File: src/rtl/joy_pkg.sv
// Shared constants for the joystick serial chain reader: FSM encoding,
// default port width and button bit positions within a port vector.
package joy_pkg;

  localparam int JOY_BITS_DEFAULT = 12;

  typedef enum logic [1:0] {
    JOY_LOAD   = 2'd0,
    JOY_SAMPLE = 2'd1,
    JOY_SHIFT  = 2'd2,
    JOY_UPDATE = 2'd3
  } joy_state_e;

  // Plain constants so the state register stays a bare logic vector
  localparam logic [1:0] ST_LOAD   = JOY_LOAD;
  localparam logic [1:0] ST_SAMPLE = JOY_SAMPLE;
  localparam logic [1:0] ST_SHIFT  = JOY_SHIFT;
  localparam logic [1:0] ST_UPDATE = JOY_UPDATE;

  localparam int BTN_UP     = 0;
  localparam int BTN_DOWN   = 1;
  localparam int BTN_LEFT   = 2;
  localparam int BTN_RIGHT  = 3;
  localparam int BTN_FIRE1  = 4;
  localparam int BTN_FIRE2  = 5;
  localparam int BTN_FIRE3  = 6;
  localparam int BTN_FIRE4  = 7;
  localparam int BTN_START  = 8;
  localparam int BTN_SELECT = 9;
  localparam int BTN_MODE   = 10;
  localparam int BTN_AUX    = 11;

  function automatic int joy_frame_ticks(input int joy_bits, input int load_ticks);
    return load_ticks + 4 * joy_bits + 1;
  endfunction

endpackage

File: src/rtl/joy_frame_filter.sv
// Debounce stage for the joystick reader: remembers the previous captured frame
// and flags when the new one matches it. Only built when JOY_DEBOUNCE_EN is defined.
`ifdef JOY_DEBOUNCE_EN
module joy_frame_filter #(
  parameter int WIDTH = 24
) (
  input  logic             clk_peripheral,
  input  logic             reset,
  input  logic             capture,
  input  logic [WIDTH-1:0] frame_in,
  output logic             frame_ok
);

  logic [WIDTH-1:0] prev_frame;

  assign frame_ok = (frame_in == prev_frame);

  always_ff @(posedge clk_peripheral) begin
    if (reset) begin
      prev_frame <= '0;
    end else if (capture) begin
      prev_frame <= frame_in;
    end
  end

endmodule
`endif

File: src/rtl/joy_serial_reader.sv
// Scans a 74HC165-style chain holding both joystick ports, one step per clk_en tick,
// and publishes active-high button vectors. Define JOY_DEBOUNCE_EN for frame debounce.
//
// state  | meaning
// LOAD   | joy_load_n low, chain latching button levels
// SAMPLE | capture current chain bit, raise joy_clk
// SHIFT  | drop joy_clk, advance bit counter or finish frame
// UPDATE | publish captured frame, pulse frame_done, restart load
module joy_serial_reader
  import joy_pkg::*;
#(
  parameter int JOY_BITS   = JOY_BITS_DEFAULT,
  parameter int LOAD_TICKS = 1
) (
  input  logic                clk_peripheral,
  input  logic                reset,
  input  logic                clk_en,
  input  logic                joy_data,
  output logic                joy_load_n,
  output logic                joy_clk,
  output logic [JOY_BITS-1:0] joy_left,
  output logic [JOY_BITS-1:0] joy_right,
  output logic                frame_done
);

  localparam int CHAIN = 2 * JOY_BITS;
  localparam int BW    = $clog2(CHAIN);
  localparam int LW    = (LOAD_TICKS > 1) ? $clog2(LOAD_TICKS + 1) : 1;

  localparam logic [BW-1:0] BIT_LAST  = BW'(CHAIN - 1);
  localparam logic [LW-1:0] LOAD_LAST = LW'(LOAD_TICKS);
  localparam logic [LW-1:0] LOAD_ONE  = LW'(1);

  logic [1:0]       state;
  logic [BW-1:0]    bit_cnt;
  logic [LW-1:0]    load_cnt;
  logic [CHAIN-1:0] shreg;
  logic             frame_ok;

`ifdef JOY_DEBOUNCE_EN
  joy_frame_filter #(
    .WIDTH (CHAIN)
  ) u_frame_filter (
    .clk_peripheral (clk_peripheral),
    .reset          (reset),
    .capture        (clk_en && (state == ST_UPDATE)),
    .frame_in       (shreg),
    .frame_ok       (frame_ok)
  );
`else
  assign frame_ok = 1'b1;
`endif

  always_ff @(posedge clk_peripheral) begin
    if (reset) begin
      state      <= ST_LOAD;
      bit_cnt    <= '0;
      load_cnt   <= '0;
      shreg      <= '0;
      joy_load_n <= 1'b1;
      joy_clk    <= 1'b0;
      joy_left   <= '0;
      joy_right  <= '0;
      frame_done <= 1'b0;
    end else begin
      frame_done <= 1'b0;
      if (clk_en) begin
        case (state)
          ST_LOAD: begin
            joy_clk <= 1'b0;
            if (load_cnt == LOAD_LAST) begin
              joy_load_n <= 1'b1;
              load_cnt   <= '0;
              state      <= ST_SAMPLE;
            end else begin
              joy_load_n <= 1'b0;
              load_cnt   <= load_cnt + LOAD_ONE;
            end
          end
          ST_SAMPLE: begin
            shreg[bit_cnt] <= ~joy_data;
            joy_clk        <= 1'b1;
            state          <= ST_SHIFT;
          end
          ST_SHIFT: begin
            joy_clk <= 1'b0;
            if (bit_cnt == BIT_LAST) begin
              state <= ST_UPDATE;
            end else begin
              bit_cnt <= bit_cnt + 1'b1;
              state   <= ST_SAMPLE;
            end
          end
          ST_UPDATE: begin
            if (frame_ok) begin
              joy_left   <= shreg[JOY_BITS-1:0];
              joy_right  <= shreg[CHAIN-1:JOY_BITS];
              frame_done <= 1'b1;
            end
            bit_cnt    <= '0;
            // The update tick already drives load low, so it counts as the first load tick
            joy_load_n <= 1'b0;
            load_cnt   <= LOAD_ONE;
            state      <= ST_LOAD;
          end
          default: begin
            state <= ST_LOAD;
          end
        endcase
      end
    end
  end

endmodule

File: config.mk
export PLATFORM = sky130hd
export DESIGN_NAME = joy_serial_reader
export DESIGN_NICKNAME = d
export VERILOG_FILES = /design/src/rtl/joy_pkg.sv /design/src/rtl/joy_frame_filter.sv /design/src/rtl/joy_serial_reader.sv
export SDC_FILE = /design/constraint.sdc
export NUM_CORES = 1
export LEC_CHECK = 0
export CAP_MARGIN = 20
export CORE_MARGIN = 1.5
export CORE_UTILIZATION = 51
export CTS_BUF_LIST = sky130_fd_sc_hd__clkbuf_8
export DETAILED_ROUTE_END_ITERATION = 16
export PLACE_DENSITY = 0.86
export SYNTH_ARGS = -nofsm -noshare
export SYNTH_HDL_FRONTEND = slang
export SYNTH_HIERARCHICAL = 1
export SYNTH_SLANG_ARGS = --single-unit
File: constraint.sdc
create_clock -name clk_peripheral -period 1.4 [get_ports clk_peripheral]
set_input_delay 0.42 -clock clk_peripheral [delete_from_list [all_inputs] [get_ports clk_peripheral]]
set_output_delay 0.42 -clock clk_peripheral [all_outputs]
set_load 0.03 [all_outputs]
==> flow_summary_export.csv <==
group,metric,value,unit
worst_setup_path,path_buf_inv,3,
power_and_ir_drop,max-vdd-ir-drop,0.6166,mV
synthesis,synth_edf_count,0,
worst_setup_path,cp.required,1.66,ns
place,dp_hpwl,3784,um
timing,min_period,1.452,ns
worst_setup_path,cp_max_fo,5,
die,die_w,73.05,um
power_and_ir_drop,p_int,2813,uW
run_status,violations,"negative setup slack",
detailed_routing,avgViaCountPerCell,5.776,
timing,drv_slew,0,
worst_setup_path,path_class,"flop to flop",
synthesis,syn_avg_cell_area,9.067,um^2
detailed_routing,avgRoutedWirePerCell,16.57,um
detailed_routing,dr.pass1.iters,5,
synthesis,async_reset_ff_frac,0,
global_routing,grt_pass1_vias,2163,
global_routing,grt_pass1_wl,10150,um
finish,areaGrowthSynthToFinish,42.30,%
synthesis,syn_nets,289,
timing,hold_slack,0.4543,ns
die,die_area,5336,um^2
power_and_ir_drop,p_sw_frac,0.2487,
place,globalplace.congestion,0.7929,
finish,layout_commonest_cell,"buf_4",
clock_tree,clkLatencyLatePin,0.36,ns
timing,final-hold-violation-count,0,
power_and_ir_drop,power_frac_clock,0.475,
finish,layout-drive-gt1-share,0.4176,
timing,fin_ws,-0.05174,ns
die,row_count,25,
clock_tree,cts_tree,"built",
die,start_util,0.5298,
synthesis,ys_seq_area_frac,0.4720,
place,portBuffers,30,
timing,tightest_slew,0.3748,ns
die,fp.dieH,73.05,um
synthesis,synthesis.area,2502,um^2
run_status,status,"finished with violations",
clock_tree,h-tree-depth,3,
timing,setup_tns,-0.1199,ns
synthesis,synthCells,276,
worst_setup_path,rrSetupSlack,-0.05,ns
detailed_routing,drc_errors,0,
finish,mostFrequentLayoutCells,"75 x buf_4, 52 x dfxtp_1, 51 x nand2_1",
timing,skew,0.007111,ns
power_and_ir_drop,power.density,1051,nW/um^2
die,core_area,4723,um^2
power_and_ir_drop,p_comb_frac,0.068,
flow_run,maxCapViolations,0,
hold_path,min_path_type,"flop to flop",
worst_setup_path,crit_end,"shreg[10]",
timing,final_min_period_over_clock_period,1.037,
global_routing,grt_max_degree,35,
global_routing,gr-total-overflow,0,
finish,fin_nets,360,
worst_setup_path,cp-start-kind,"flop",
clock_tree,clockBufferDepth,2,
detailed_routing,drt-initial-drc-count,306,
clock_tree,cts_num_sinks,59,
power_and_ir_drop,p_leak,0.001369,uW
finish,regArea,1202,um^2
worst_setup_path,crit_cells,6,
worst_setup_path,r2r-start,"state[1]",
clock_tree,cts_hold_buf,0,
global_routing,antenna_found_initial,0,
finish,n_fill_cell,294,
timing,maxSlewHeadroom,0.7498,
clock_tree,cts_buffers,9,
detailed_routing,totalWireLength,6941,um
synthesis,ys_types,38,
clock_tree,cts-root-buf,"clkbuf_8",
worst_setup_path,slowest_stage,"dfxtp_4",
power_and_ir_drop,p_switching,931.1,uW
timing,finalSetupViolCount,7,
synthesis,synthesis.yosys.warnings,6,
die,boundaryPins,31,
finish,multiInputGateArea,1309,um^2
synthesis,ys_ff_latch,59,
clock_tree,cts.clk_slew.worst_paths,0.07,ns
worst_setup_path,slowest_delay,0.37,ns
power_and_ir_drop,share_seq_of_total_power,0.457,
worst_setup_path,cp_top_family,"flip-flops",
worst_setup_path,cp.arrival,1.71,ns
finish,postLayoutCoreUtil,0.7539,
worst_setup_path,rr_endpoint,"shreg[10]",
worst_setup_path,path_cells,"inv_2 > ha_4 > and3_4 > buf_6 > buf_4 > a311oi_2",
global_routing,grt_usage,0.2515,
detailed_routing,vias,2420,
detailed_routing,drtAntennaViolNets,0,
worst_setup_path,crit_start,"state[1]",
worst_setup_path,end_kind,"flop",
worst_setup_path,reg2reg_depth,6,
timing,grt_setup_unrepaired,"yes",
synthesis,synthFlopType,"dfxtp_1",
timing,max_freq,688.8,MHz
finish,antennaDiodeCount,0,
[through the flow]
step	std cells	total power, uW	setup slack, ns	cell area (um^2)
after floorplan	276	1873	-0.003397	2507
after global placement	383	1948	-0.3859	2990
after detailed placement	383	1960	-0.4730	2990
after CTS	405	3710	-0.02782	3302
after global routing	419	3833	-0.09525	3561
final	419	3744	-0.05174	3561
[power groups by stage]
stage               Combinational (uW)  Clock, uW  Sequential (uW)
global route                       274       1850             1710
detailed placement                 210          0             1750
global placement                   200          0             1750
finish                             256       1780             1710
floorplan                          114          0             1760
CTS                                220       1780             1710
[synth_stat cells, drive strengths merged (2+ instances only)]
library cell	count	area (um^2)
a211oi	3	22.52
o21ai	3	15.01
inv	6	22.52
a311oi	25	219.0
nor3b	4	63.81
o211ai	2	15.01
and3	5	32.53
nand2b	2	12.51
buf	18	120.1
nor3	2	21.27
a31oi	4	25.02
dfxtp	59	1181
and3b	3	28.78
a21oi	53	265.3
nor2	4	15.01
nand2	51	191.4
nand3	2	10.01
ha	9	112.6
clkbuf	9	33.78
[how the worst min path moves through the flow]
| stage | startpoint | to | slack (ns) | depth (start not counted) |
|---|---|---|---|---|
| 6_report | joy_left[7] | joy_left[7] | 0.45 | 2 |
| 3_5_place_dp | shreg[23] | joy_right[11] | 0.44 | 2 |
| 2_1_floorplan | shreg[0] | joy_left[0] | 0.43 | 2 |
| 5_1_grt | reset | bit_cnt[3] | 0.48 | 2 |
| 4_1_cts | reset | bit_cnt[3] | 0.44 | 2 |
| 3_3_place_gp | shreg[23] | joy_right[11] | 0.44 | 2 |
[layer usage]
layer	up-vias	track usage	part of all wire
met3	23	0.06492	0.057
met1	1147	0.2860	0.38
met5	-	0	0
met4	0	0.1111	0.033
li1	1139	-	-
met2	111	0.4404	0.53
[worst register-to-register path, cell delays in order, from the launching register on]
cell,delay (ns)
dfxtp_4,0.37
inv_2,0.06
ha_4,0.17
and3_4,0.19
buf_6,0.13
buf_4,0.15
a311oi_2,0.29
[final cells by class]
cell class | count | area share
inverter | 6 | 0.007027
timing repair buffer | 87 | 0.2013
clock buffer | 9 | 0.03479
multi-input combinational | 184 | 0.3675
tap | 67 | 0.02354
sequential | 59 | 0.3377
clock inverter | 7 | 0.02811
[logic make-up (layout without fill, tap and decap cells)]
kind of cell               after synthesis  after routing  share of synthesized area
DFF                                     59             59                     0.4720
AOI/OAI and AO/OA                       96             96                     0.2445
and+or+nand+nor                         78             78                     0.1640
adders and majority gates                9              9                    0.04500
muxes                                    1              1                   0.004000
buffers and inverters                   33            109                    0.07050
[sequential cells by signal (all words and copies together), names as in the netlist]
register and flops:
joy_left 12, bit_cnt 5, shreg 24, state 2, joy_load_n 1, joy_clk 1
load_cnt 1, joy_right 12, frame_done 1
[what timing repair did]
item,4_1_cts,5_1_grt
gates resized for setup,12,38
endpoints found under the hold margin,0,0
setup endpoints to repair,46,33
gates cloned,0,1
buffers inserted,6,13
pin swaps,7,21
No activity file was read; power rests on OpenSTA's default activity.
